## src/rtl/echo_pkg.sv

```systemverilog
// Shared types and constants for the echo_medidor ultrasonic ranging front end.
package echo_pkg;

  typedef enum logic [2:0] {
    IDLE,
    TRIG,
    WAIT_RISE,
    MEASURE,
    HOLD
  } state_e;

  // Bin count saturates here; any width at or past this bin is out of range.
  localparam int unsigned BIN_SAT  = 16;
  // Code shown on A..D for errors and out-of-range results.
  localparam logic [3:0]  ERR_CODE = 4'hF;

  // Shared by the state-time counter and the period counter; fits 3_000_000.
  localparam int unsigned CNT_W = 22;
  // Sub-counter within one distance bin; fits 2900.
  localparam int unsigned SUB_W = 12;
  // Bin counter, 0..16.
  localparam int unsigned BIN_W = 5;

endpackage

```

## src/rtl/echo_sync.sv

```systemverilog
// Two-flop synchroniser for the asynchronous sensor echo, plus single-cycle
// rise/fall pulses derived from the synchronised level.
module echo_sync (
  input  logic clk,
  input  logic rst,
  input  logic echo,
  output logic echo_s,
  output logic rise,
  output logic fall
);

  logic meta_q, meta_d;
  logic sync_q, sync_d;
  logic prev_q, prev_d;

  // Shift chain: metastability flop, synchronised level, previous level.
  always_comb begin
    meta_d = echo;
    sync_d = meta_q;
    prev_d = sync_q;
  end

  // Register the chain; reset clears so no spurious edge follows reset.
  always_ff @(posedge clk) begin
    if (rst) begin
      meta_q <= 1'b0;
      sync_q <= 1'b0;
      prev_q <= 1'b0;
    end else begin
      meta_q <= meta_d;
      sync_q <= sync_d;
      prev_q <= prev_d;
    end
  end

  assign echo_s = sync_q;
  assign rise   = sync_q & ~prev_q;
  assign fall   = ~sync_q & prev_q;

endmodule

```

## src/rtl/echo_medidor.sv

```systemverilog
// Ultrasonic ranging front end: periodic trigger, echo width timing, and
// quantisation into 4-bit distance bins on A..D with RE/RS status.
// Optional macro ECHO_FILTER_EN: a valid result is only presented after two
// consecutive commits give the same bin.
module echo_medidor #(
  parameter int unsigned TRIG_CYCLES    = 500,
  parameter int unsigned BIN_CYCLES     = 2900,
  parameter int unsigned TIMEOUT_CYCLES = 1_250_000,
  parameter int unsigned PERIOD_CYCLES  = 3_000_000
) (
  input  logic clk,
  input  logic rst,
  input  logic en,
  input  logic echo,
  output logic trig,
  output logic A,
  output logic B,
  output logic C,
  output logic D,
  output logic RE,
  output logic RS
);

  import echo_pkg::*;

  localparam logic [CNT_W-1:0] TRIG_LAST    = CNT_W'(TRIG_CYCLES - 1);
  localparam logic [CNT_W-1:0] TIMEOUT_LAST = CNT_W'(TIMEOUT_CYCLES - 1);
  localparam logic [CNT_W-1:0] PERIOD_LAST  = CNT_W'(PERIOD_CYCLES - 1);
  localparam logic [SUB_W-1:0] SUB_LAST     = SUB_W'(BIN_CYCLES - 1);
  localparam logic [BIN_W-1:0] BIN_MAX      = BIN_W'(BIN_SAT);

  state_e             state_q, state_d;
  logic [CNT_W-1:0]   cnt_q, cnt_d;
  logic [CNT_W-1:0]   period_q, period_d;
  logic [SUB_W-1:0]   sub_q, sub_d;
  logic [BIN_W-1:0]   bins_q, bins_d;
  logic               trig_q, trig_d;
  logic [3:0]         abcd_q, abcd_d;
  logic               rs_q, rs_d;
  logic               re_q, re_d;
`ifdef ECHO_FILTER_EN
  logic [3:0]         cand_q, cand_d;
  logic               cand_vld_q, cand_vld_d;
`endif

  logic echo_s;
  logic echo_rise;
  logic echo_fall;
  logic commit;
  logic timeout_err;

  echo_sync u_sync (
    .clk    (clk),
    .rst    (rst),
    .echo   (echo),
    .echo_s (echo_s),
    .rise   (echo_rise),
    .fall   (echo_fall)
  );

  // Sequencing FSM: trigger, wait for echo, time it, then hold out the period.
  always_comb begin
    state_d     = state_q;
    cnt_d       = cnt_q;
    period_d    = (state_q == IDLE) ? '0 : period_q + CNT_W'(1);
    sub_d       = sub_q;
    bins_d      = bins_q;
    commit      = 1'b0;
    timeout_err = 1'b0;
    case (state_q)
      IDLE: begin
        if (en) begin
          state_d  = TRIG;
          cnt_d    = '0;
          period_d = '0;
        end
      end
      TRIG: begin
        if (cnt_q == TRIG_LAST) begin
          state_d = WAIT_RISE;
          cnt_d   = '0;
        end else begin
          cnt_d = cnt_q + CNT_W'(1);
        end
      end
      WAIT_RISE: begin
        if (echo_rise) begin
          // The rise cycle is itself the first high cycle, so counting starts at 1.
          state_d = MEASURE;
          cnt_d   = '0;
          sub_d   = SUB_W'(1);
          bins_d  = '0;
        end else if (cnt_q == TIMEOUT_LAST) begin
          timeout_err = 1'b1;
          state_d     = HOLD;
        end else begin
          cnt_d = cnt_q + CNT_W'(1);
        end
      end
      MEASURE: begin
        if (echo_fall) begin
          commit  = 1'b1;
          state_d = HOLD;
        end else if (cnt_q == TIMEOUT_LAST) begin
          timeout_err = 1'b1;
          state_d     = HOLD;
        end else begin
          cnt_d = cnt_q + CNT_W'(1);
          if (echo_s) begin
            if (sub_q == SUB_LAST) begin
              sub_d = '0;
              if (bins_q != BIN_MAX) begin
                bins_d = bins_q + BIN_W'(1);
              end
            end else begin
              sub_d = sub_q + SUB_W'(1);
            end
          end
        end
      end
      HOLD: begin
        if (period_q == PERIOD_LAST) begin
          if (en) begin
            state_d  = TRIG;
            cnt_d    = '0;
            period_d = '0;
          end else begin
            state_d = IDLE;
          end
        end
      end
      default: begin
        state_d = IDLE;
      end
    endcase
  end

  // Result update on commit or timeout; trig is registered from the next state.
  always_comb begin
    trig_d = (state_d == TRIG);
    abcd_d = abcd_q;
    rs_d   = rs_q;
    re_d   = re_q;
`ifdef ECHO_FILTER_EN
    cand_d     = cand_q;
    cand_vld_d = cand_vld_q;
`endif
    if (timeout_err || (commit && (bins_q >= BIN_MAX))) begin
      // Out-of-range widths behave like errors: shown at once, candidate dropped.
      abcd_d = ERR_CODE;
      rs_d   = 1'b1;
      re_d   = 1'b1;
`ifdef ECHO_FILTER_EN
      cand_vld_d = 1'b0;
`endif
    end else if (commit) begin
`ifdef ECHO_FILTER_EN
      if (cand_vld_q && (cand_q == bins_q[3:0])) begin
        abcd_d = bins_q[3:0];
        rs_d   = 1'b0;
        re_d   = 1'b1;
      end else begin
        cand_d     = bins_q[3:0];
        cand_vld_d = 1'b1;
      end
`else
      abcd_d = bins_q[3:0];
      rs_d   = 1'b0;
      re_d   = 1'b1;
`endif
    end
  end

  // State and result registers with synchronous reset.
  always_ff @(posedge clk) begin
    if (rst) begin
      state_q  <= IDLE;
      cnt_q    <= '0;
      period_q <= '0;
      sub_q    <= '0;
      bins_q   <= '0;
      trig_q   <= 1'b0;
      abcd_q   <= '0;
      rs_q     <= 1'b0;
      re_q     <= 1'b0;
`ifdef ECHO_FILTER_EN
      cand_q     <= '0;
      cand_vld_q <= 1'b0;
`endif
    end else begin
      state_q  <= state_d;
      cnt_q    <= cnt_d;
      period_q <= period_d;
      sub_q    <= sub_d;
      bins_q   <= bins_d;
      trig_q   <= trig_d;
      abcd_q   <= abcd_d;
      rs_q     <= rs_d;
      re_q     <= re_d;
`ifdef ECHO_FILTER_EN
      cand_q     <= cand_d;
      cand_vld_q <= cand_vld_d;
`endif
    end
  end

  assign trig         = trig_q;
  assign {A, B, C, D} = abcd_q;
  assign RS           = rs_q;
  assign RE           = re_q;

endmodule
```

## config.mk

```make
export PLATFORM = sky130hd
export DESIGN_NAME = echo_medidor
export DESIGN_NICKNAME = d
export VERILOG_FILES = /design/src/rtl/echo_pkg.sv /design/src/rtl/echo_sync.sv /design/src/rtl/echo_medidor.sv
export SDC_FILE = /design/constraint.sdc
export NUM_CORES = 1
export LEC_CHECK = 0
export ABC_AREA = 1
export BUFFER_PORTS_ARGS = -buffer_cell sky130_fd_sc_hd__buf_4
export CORE_MARGIN = 10
export CORE_UTILIZATION = 42
export DETAILED_ROUTE_END_ITERATION = 16
export SYNTH_ARGS = -nofsm -noshare
export SYNTH_HDL_FRONTEND = slang
export SYNTH_SLANG_ARGS = --single-unit
```

## constraint.sdc

```tcl
create_clock -name clk -period 5.4 [get_ports clk]
set_clock_uncertainty 0.05 [all_clocks]
set_input_delay 1.08 -clock clk [delete_from_list [all_inputs] [get_ports clk]]
set_output_delay 1.08 -clock clk [all_outputs]
set_load 0.01 [all_outputs]
```

-- Word-level counts from Yosys, hierarchy flattened
Cells that the tools add are included.
- register bits after elaboration: 74
- output and inout bits: 7
- logic and storage cells: 91
- $add $sub $neg: 4
- $lt $le $gt $ge: 1
- equal/unequal tests: 17
- muxes and demuxes: 44
- bitwise gates (word level): 4
- reductions and logical operators: 9
- operators by type and width (cell ; count):
    $mux 22 ; 9
    $pmux 22 s5 ; 1
    $mux 12 ; 5
    $add 22x1->22 const B ; 2
    $pmux 22 s2 ; 1
    $mux 5 ; 6
    $pmux 12 s2 ; 1
    $eq 22x21->1 const B ; 1
    $eq 22x22->1 const B ; 1
    $eq 22x9->1 const B ; 1
    $mux 3 ; 6
    $pmux 3 s5 ; 1
    $add 12x1->12 const B ; 1
    $eq 12x12->1 const B ; 1
    $ne 2x2->1 const B ; 6
    $mux 1 ; 10
    $pmux 5 s2 ; 1
    $mux 4 ; 2
    $reduce_and 7->1 ; 1
    $eq 3x1->1 const B ; 2
    $eq 3x2->1 const B ; 2
    $add 5x1->5 const B ; 1
    $ge 5x5->1 const B ; 1
    $ne 5x5->1 const B ; 1
    12 further kinds ; 15

-- Logic depth before layout (Yosys ltp)
Gate-level depths: netlist (run 1).
- word-level depth: 7
- depth in mapped cells: 13

-- Cells and area by module
Synthesis (run 1) repeated with hierarchy kept, for this count alone.
- cell total of the unflattened synthesis: 752
- area, all modules: 4714.5 um2
- modules (own cells, without submodules) (module ; instances ; cells an instance ; area an instance (um2) ; sequential area each (um2)):
    echo_medidor ; 1 ; 740 ; 4620.7 ; 1421.4
    echo_sync ; 1 ; 12 ; 93.8 ; 60.1

-- Worst setup path after synthesis (run 1)
Ideal clock, no wire load.
- path kind: input to register
- from: in en
- to: reg cnt_q[12]
- library setup time: 0.118 ns
- arrival: 1.670 ns
- required time: 5.232 ns
- slack: 3.562 ns
- stages on the path: 6
- path through: o21ai_2 -> nor2_1 -> nand2_2 -> buf_4 -> nor3_1 -> nor2_1
- cells in the longest elaborated chain, start to end: 3
- RTL lines (item ; line ; RTL):
    start: declaration ; echo_medidor.sv:13 ; input logic en,
    $mux 22 (*) ; n/a ;
    $mux 22 ; n/a ;
    $pmux 22 s5 (*) ; n/a ;
    end signal: assignment ; echo_medidor.sv:192 ; cnt_q <= cnt_d;
    end: declaration ; echo_medidor.sv:33 ; logic [CNT_W-1:0] cnt_q, cnt_d;
Every way passes the cells marked *; elsewhere a longest branch is shown, timed or not. The select of a mux whose other input is x is not followed.
A chain may end at the register's enable or synchronous reset.

==> reports/summary.txt, run 1 <==
Ys Warns = 0
Die ar. = 15200 um^2
IO Port Bufs = 10
share of cells above drive strength 1 = 7.35%
min Tclk post-route = 2.60 ns
final setup TNS = 0 ns
Seq cells post-synth = 74
fin. max-slew vios = 0
critical path capture point type = register
I/O Pins = 11
hold buffer count at cts = 0
CTS tree = done
Post-CTS Setup Inserts = 0
initial DRC count = 312
DRC Markers = 0
GRT Total Usage = 15.3%
Worst-Skew Late Latency = 0.37 ns
Worst Tran Pin Value = 0.854 ns
Crit Path Class = in -> reg
antenna violations before repair = 0
largest net degree at the start of global routing = 27
Rows = 37
CTS H-Tree Depth = 3
leakage power = 1.91 nW
Synth Cell Area = 4490 um^2
vias in the first global route = 4106
Antenna Diode Count = 0
Post-Syn Area per Cell = 6.31 um^2
Tot Pwr = 0.00114 W
Post-DP HPWL = 8180 um
DR vias/cell = 5.17
CTS Buffer Depth = 2
Post-Syn Nets = 720
Die X-Extent = 123 um
GP Congestion = 0.983
RSZ-0062 raised after global routing = false
final hold violation count = 0
headroom to the max-slew limit = 43.0%
Layout Nets = 726
number of max-cap violations = 0
VDD IR max = 0.137 mV
Die Ht = 123 um
CP Data Required Time = 5.63 ns
post-synthesis sequential area ratio = 33.0%
f_max = 385 MHz
grt ovf = 0
clock root buffer = clkbuf_8
PwrDens = 234 nW/um^2
status = complete, no violations
final core utilization = 46.9%
first-pass GRT wire length = 19200 um
DR vias = 4434
post_cts resized = 0
crit share post-route = 48.1%
top fanout value on the critical path = 26
Reg clk slew, reported paths = 0.08 ns
WL/cell = 13.0 um
final setup vio count = 0
Arr. time, crit path = 2.83 ns
Post-Synthesis Cells = 711
initial core utilization = 43.3%
CP Launch Type = input pin
Num CTS Buffers = 9
DRT Wirelength = 11200 um
post-route ant nets = 0
1st-pass router iterations = 5
P&R area growth vs syn = 8.45%
Hold Path Class = reg -> reg
clk sinks = 74
synth unique cells = 38
core area = 10400 um^2
## flip-flops by register name (all words and copies together) (netlist names), 3 cells and up
name / count
state_q: 3
period_q: 22
abcd_q: 4
cnt_q: 22
bins_q: 5
sub_q: 12
## critical path: stages
cell	delay [ns]
buf_4	0.20
inv_1	0.65
nand2_1	0.64
nor2_1	0.25
## cell usage after synthesis (all sizes together)
cell	number	area share [%]
o21bai	2	0.33
or2	2	0.28
dfxtp	74	33
a211oi	1	0.17
xnor2	3	0.59
buf	10	1.7
ha	5	1.4
nor3	27	3.3
nor4	7	0.98
a21boi	1	0.17
nand2	170	15
clkbuf	5	0.45
a21oi	35	4.2
xor2	19	3.7
inv	97	8.1
nand3	58	6.6
nor3b	1	0.17
and3	2	0.28
o211ai	2	0.33
nand4	26	3.6
a31oi	1	0.14
nor2	129	11
o21ai	34	4.4
## cell usage in the layout (no fill, tap or decap), drive strengths merged
cell type,count
a211oi,1
a21boi,1
a21oi,35
a31oi,1
and3,2
buf,10
bufinv,3
clkbuf,10
clkinv,2
dfxtp,74
ha,5
inv,97
nand2,170
nand3,58
nand4,26
nor2,129
nor3,27
nor3b,1
nor4,7
o211ai,2
o21ai,34
o21bai,2
or2,2
xnor2,3
xor2,19
## power by group
group	total [W]	switching [W]	internal, W	leakage, nW
registers	0.000553	0.00000412	0.000549	0.597
logic	0.0000644	0.0000470	0.0000174	1.20
clock network	0.000523	0.000218	0.000305	0.116
total	0.00114	0.000269	0.000871	1.91
## through the flow
stage | hold slack, ns | worst slack [ns] | std cells | area [um^2]
global route | 0.383 | 2.60 | 857 | 4870
global placement | 0.347 | 2.41 | 842 | 4640
floorplan | 0.338 | 3.56 | 711 | 4490
CTS | 0.369 | 2.71 | 857 | 4870
detailed placement | 0.352 | 2.34 | 842 | 4640
finish | 0.359 | 2.80 | 857 | 4870
## area by class of cell
cell class	instances	area [um^2]
fillers	1114	5500
multi-input cells	525	2540
flip-flops and latches	74	1480
inverters	97	364
well taps	136	170
clock buffers	10	128
clock inverters	5	104
repair buffers	10	75.1
## worst paths after layout
path | startpoint | end | slack (ns) | cells after the start
min | u_sync.meta_q | u_sync.echo_s | 0.36 | 2
min reg2reg | u_sync.meta_q | u_sync.echo_s | 0.36 | 2
max reg2reg | cnt_q[0] | sub_q[7] | 2.96 | 11
max | rst | period_q[9] | 2.80 | 4
## logic make-up (layout without fill, tap and decap cells)
family          Yosys count  after routing  share of synthesized area, %
fa+ha+maj                 5              5                          1.39
buf+inv                 112            122                          10.3
flops                    74             74                          33.0
compound gates           76             76                          9.67
simple gates            422            422                          41.3
xor+xnor                 22             22                          4.29
## layer usage
| metal | part of all wire (%) | GRT usage (%) | vias up |
|---|---|---|---|
| li1 | - | - | 2303 |
| met3 | 4.2 | 2.69 | 17 |
| met2 | 43 | 23.9 | 86 |
| met1 | 51 | 20.7 | 2028 |
| met4 | 1.8 | 5.90 | 0 |
| met5 | 0 | 0 | - |
No activity file was read; power rests on OpenSTA's default activity.
==> run 2: changes to the inputs <==
clock period = 2.35 ns   (was 5.4 ns; I/O delays follow)
==> reports/summary.txt, run 2 (synthesis results as in run 1) <==
Arr. time, crit path = 2.38 ns
CTS H-Tree Depth = 3
combinational power share = 6.4%
PwrDens = 501 nW/um^2
Seq pwr share = 51.5%
f_max = 462 MHz
Hold Path Class = in -> reg
DR vias = 4445
final hold violation count = 0
final setup TNS = 0 ns
largest net degree at the start of global routing = 25
clock power share = 42.2%
crit share post-route = 92.2%
core area = 10400 um^2
headroom to the max-slew limit = 61.4%
post_cts resized = 0
Die X-Extent = 123 um
Num CTS Buffers = 9
Rows = 37
fin. max-slew vios = 0
Die Ht = 123 um
IO Port Bufs = 10
register area = 1480 um^2
Tot Pwr = 0.00247 W
I/O Pins = 11
min Tclk post-route = 2.17 ns
Post-CTS Setup Inserts = 0
number of max-cap violations = 0
GP Congestion = 0.915
Net Sw Frac = 25.9%
1st-pass router iterations = 5
leading cell types in the layout, fill and taps excluded = nand2_1 (163), nor2_1 (123), inv_1 (90)
share of cells above drive strength 1 = 9.13%
Finished Cell Area = 4930 um^2
DRT Wirelength = 11400 um
final setup vio count = 0
final core utilization = 47.5%
leakage power = 1.96 nW
grt ovf = 0
clk sinks = 74
post-route ant nets = 0
CP Launch Type = register
first-pass GRT wire length = 19600 um
Crit Path Class = reg -> reg
VDD IR max = 0.451 mV
GRT Total Usage = 15.8%
CP Data Required Time = 2.56 ns
status = complete, no violations
commonest non-fill, non-tap cell in the layout = nand2_1
initial core utilization = 43.3%
Die ar. = 15200 um^2
hold buffer count at cts = 0
DR vias/cell = 5.11
Pint = 0.00183 W
multi-input logic area = 2540 um^2
Worst Tran Pin Value = 0.573 ns
Antenna Diode Count = 0
CTS Buffer Depth = 2
P&R area growth vs syn = 9.81%
Layout Nets = 738
critical path capture point type = register
Placed Instance Area = 4730 um^2
CTS tree = done
clock root buffer = clkbuf_8
RSZ-0062 raised after global routing = false
Reg clk slew, reported paths = 0.09 ns
Worst-Skew Late Latency = 0.37 ns
Post-DP HPWL = 8530 um
vias in the first global route = 4177
Regs by FF count = cnt_q (22), period_q (22), sub_q (12)
DRC Markers = 0
top fanout value on the critical path = 10
fillers = 1109
WL/cell = 13.1 um
Sw Pwr = 0.000640 W
initial DRC count = 411
antenna violations before repair = 0
[run 2: routing by layer]
layer	GRT usage, %	part of all wire (%)	up-vias
li1	-	-	2319
met1	20.5	49	2025
met2	25.0	45	91
met3	4.56	4.8	10
met4	4.15	0.72	0
met5	0	0	-
[run 2: worst paths after layout]
path	from	to	slack, ns	cells past startpoint
worst max-delay path	cnt_q[0]	cnt_q[19]	0.18	12
worst min-delay path	echo	u_sync.meta_q	0.25	3
worst max register to register	cnt_q[0]	cnt_q[19]	0.18	12
worst min register to register	u_sync.meta_q	u_sync.echo_s	0.37	2
[run 2: critical path, cell delays in order (launching register included)]
cell and delay [ns]:
dfxtp_1 0.38, ha_1 0.23, nand3_1 0.18, inv_1 0.20
nand3_1 0.10, nor2_1 0.32, o21ai_2 0.14, nand2_4 0.15
inv_2 0.09, nand2_1 0.08, nand2_1 0.05, nand2_1 0.05
nor2_1 0.04
[run 2: power by group through the flow]
stage / logic, W / registers, W / clock network [W]
3_5_place_dp: 0.000158 / 0.00130 / 0
2_1_floorplan: 0.000115 / 0.00130 / 0
6_report: 0.000158 / 0.00127 / 0.00104
4_1_cts: 0.000158 / 0.00127 / 0.00108
5_1_grt: 0.000176 / 0.00127 / 0.00114
3_3_place_gp: 0.000157 / 0.00130 / 0
[run 2: final cells by class]
| class | instances | share of cell area, % |
|---|---|---|
| inverters | 97 | 7.39 |
| repair buffers | 22 | 3.35 |
| clock inverters | 6 | 1.32 |
| flip-flops and latches | 74 | 30.1 |
| clock buffers | 10 | 2.79 |
| multi-input cells | 525 | 51.6 |
| well taps | 136 | 3.45 |
[run 2: stage by stage]
step	hold WS, ns	setup WS, ns	cells
finish	0.251	0.183	870
global route	0.259	0.00600	870
CTS	0.232	0.238	870
detailed placement	0.362	0.261	854
global placement	0.357	0.318	854
floorplan	0.338	0.650	711
==> run 3: changes to the inputs <==
--- a/config.mk
+++ b/config.mk
@@ -6,5 +6,4 @@
 export NUM_CORES = 1
 export LEC_CHECK = 0
-export ABC_AREA = 1
 export BUFFER_PORTS_ARGS = -buffer_cell sky130_fd_sc_hd__buf_4
 export CORE_MARGIN = 10
--- a/constraint.sdc
+++ b/constraint.sdc
@@ -3,3 +3,3 @@
 set_input_delay 0.47 -clock clk [delete_from_list [all_inputs] [get_ports clk]]
 set_output_delay 0.47 -clock clk [all_outputs]
-set_load 0.01 [all_outputs]
+set_load 0.02 [all_outputs]
==> reports/summary.txt, run 3 <==
status = complete, no violations
Slowest cell on crit path = or4b_1
Reg-to-Reg Start = period_q[11]
CP Launch Type = register
1st-pass router iterations = 4
cell chain of the critical path = or4b_1 -> nor4_4 -> buf_4 -> o211a_1 -> buf_12 -> nand2_1 -> a22oi_2 -> nor3_1
Post-DP HPWL = 6540 um
I/O Pins = 11
EDFF count, synth = 0
Die ar. = 13400 um^2
Rows = 34
flop2flop setup slack = 0.08 ns
Die Ht = 116 um
Crit Path Class = reg -> reg
Reg clk slew, reported paths = 0.09 ns
leading area contributor after synthesis = dfxtp_1
crit share post-route = 96.6%
Die X-Extent = 116 um
hold buffer count at cts = 0
IO Port Bufs = 10
CP Data Required Time = 2.53 ns
GP Congestion = 0.856
f_max = 441 MHz
Layout Nets = 516
top cells by count, synth = nor2_1 (78), dfxtp_1 (74), nand2_1 (37)
antenna violations before repair = 0
final setup vio count = 0
share of cells above drive strength 1 = 16.6%
CTS H-Tree Depth = 3
Seq cells post-synth = 74
largest net degree at the start of global routing = 40
post-synthesis sequential area ratio = 38.4%
Hold Startpoint = echo
Hold Path End = u_sync.meta_q
leading cell types in the layout, fill and taps excluded = nor2_1 (78), dfxtp_1 (74), buf_4 (45)
asr flop ratio synth = 0%
DRT Wirelength = 9310 um
reg2reg path depth = 8
GR Util met2 = 23.1%
leakage power = 1.59 nW
Post-Synthesis Cells = 468
DR vias = 3530
DR vias/cell = 5.69
busiest grt layer = met2
ys flop type = dfxtp_1
top fanout value on the critical path = 12
GRT Total Usage = 14.4%
vias in the first global route = 3372
final hold violation count = 0
Yosys top cell area share = 38.4%
Synth Cell Area = 3860 um^2
WL/cell = 15.0 um
commonest non-fill, non-tap cell in the layout = nor2_1
RR Endpoint = cnt_q[11]
CTS tree = done
worst hold path cell count = 2
clk sinks = 74
Antenna Diode Count = 0
register area = 1480 um^2
first-pass GRT wire length = 15900 um
fin. max-slew vios = 0
initial DRC count = 161
initial core utilization = 43.6%
largest stage delay on the critical path = 0.57 ns
fillers = 853
Num CTS Buffers = 9
Finished Cell Area = 4530 um^2
met3 usage = 3.15%
DRC Markers = 0
final setup TNS = 0 ns
VDD IR max = 0.306 mV
critical path capture point type = register
GR Util met1 = 18.5%
synth top area cells = dfxtp_1 (38%), nor2_1 (7.6%), xor2_1 (4.8%), nand2_1 (3.6%), nand3_1 (3.1%)
Regs by FF count = cnt_q (22), period_q (22), sub_q (12)
Critical path buffers and inverters = 2
Worst-Skew Late Latency = 0.35 ns
CTS Buffer Depth = 2
synth unique cells = 61
Arr. time, crit path = 2.45 ns
number of max-cap violations = 0
Worst Tran Pin Value = 0.599 ns
Post-Syn Nets = 477
Hold Path Class = in -> reg
grt ovf = 0
headroom to the max-slew limit = 59.8%
Top Family by Delay on Critical Path = simple AND/OR/NAND/NOR gates
Post-Syn Area per Cell = 8.25 um^2
most common cell in the netlist = nor2_1
PwrDens = 541 nW/um^2
P&R area growth vs syn = 17.3%
Ys Warns = 0
Placed Instance Area = 4270 um^2
post-route ant nets = 0
RSZ-0062 raised after global routing = true
core area = 8850 um^2
min Tclk post-route = 2.27 ns
multi-input logic area = 2280 um^2
clock root buffer = clkbuf_8
==> run 3: cell types whose count changed in the layout (fill, tap and decap cells not counted), moves of 9 or more <==
cell	delta
nand2_1	-126
inv_1	-79
nor2_1	-45
nand3_1	-33
buf_4	+23
o21ai_0	-23
a21oi_1	-18
o21ai_1	+14
nand4_1	-10
xnor2_1	+9
==> run 3: metal layers <==
metal / part of all wire, % / up-vias / wire length, um
met5: 0 / - / 0
met4: 1.7 / 0 / 160
met3: 5.3 / 14 / 496
met2: 46 / 83 / 4280
met1: 47 / 1664 / 4380
li1: - / 1769 / -
==> run 3: worst max path at each step <==
| stage | from | to | slack (ns) | depth (start not counted) |
|---|---|---|---|---|
| 2_1_floorplan | cnt_q[0] | cnt_q[17] | 0.13 | 8 |
| 4_1_cts | period_q[11] | cnt_q[19] | 0.02 | 6 |
| 3_5_place_dp | period_q[17] | cnt_q[19] | 0.04 | 6 |
| 6_report | period_q[11] | cnt_q[11] | 0.08 | 8 |
| 3_3_place_gp | period_q[11] | cnt_q[7] | 0.08 | 7 |
| 5_1_grt | period_q[11] | cnt_q[11] | -0.02 | 8 |
==> run 3: layout make-up <==
| cell class | count | area share, % |
|---|---|---|
| well taps | 108 | 2.98 |
| repair buffers | 48 | 8.59 |
| multi-input cells | 363 | 50.3 |
| flip-flops and latches | 74 | 32.7 |
| clock buffers | 9 | 2.74 |
| clock inverters | 7 | 1.74 |
| inverters | 11 | 0.912 |
==> run 3: logic make-up after synthesis <==
family	after synthesis	synth area share (%)
adder cells (fa/ha/maj)	5	1.62
AO/OA/AOI/OAI	82	15.4
multiplexers	2	0.648
XOR/XNOR	33	7.49
buffers and inverters	31	3.37
AND/OR/NAND/NOR	241	33.1
flip-flops	74	38.4
==> run 3: report_power, final <==
group / switching [W] / leakage [nW] / internal (W)
clock network: 0.000519 / 0.0921 / 0.000497
registers: 0.00000992 / 0.597 / 0.00126
logic: 0.0000997 / 0.903 / 0.0000643
total: 0.000628 / 1.59 / 0.00182
==> run 3: timing repair <==
action                     CTS  global route
gates resized for setup      0             7
buffers inserted             0             3
setup endpoints to repair    0            19
==> run 3: through the flow <==
step / utilization (%) / hold WS [ns] / power, W / worst slack (ns) / std cells
2_1_floorplan: - / 0.364 / 0.00140 / 0.130 / 468
3_3_place_gp: 48.2 / 0.369 / 0.00146 / 0.0826 / 601
3_5_place_dp: 48.2 / 0.380 / 0.00146 / 0.0402 / 601
4_1_cts: 50.5 / 0.267 / 0.00247 / 0.0164 / 617
5_1_grt: 51.2 / 0.286 / 0.00255 / -0.0181 / 620
6_report: 51.2 / 0.285 / 0.00245 / 0.0808 / 620
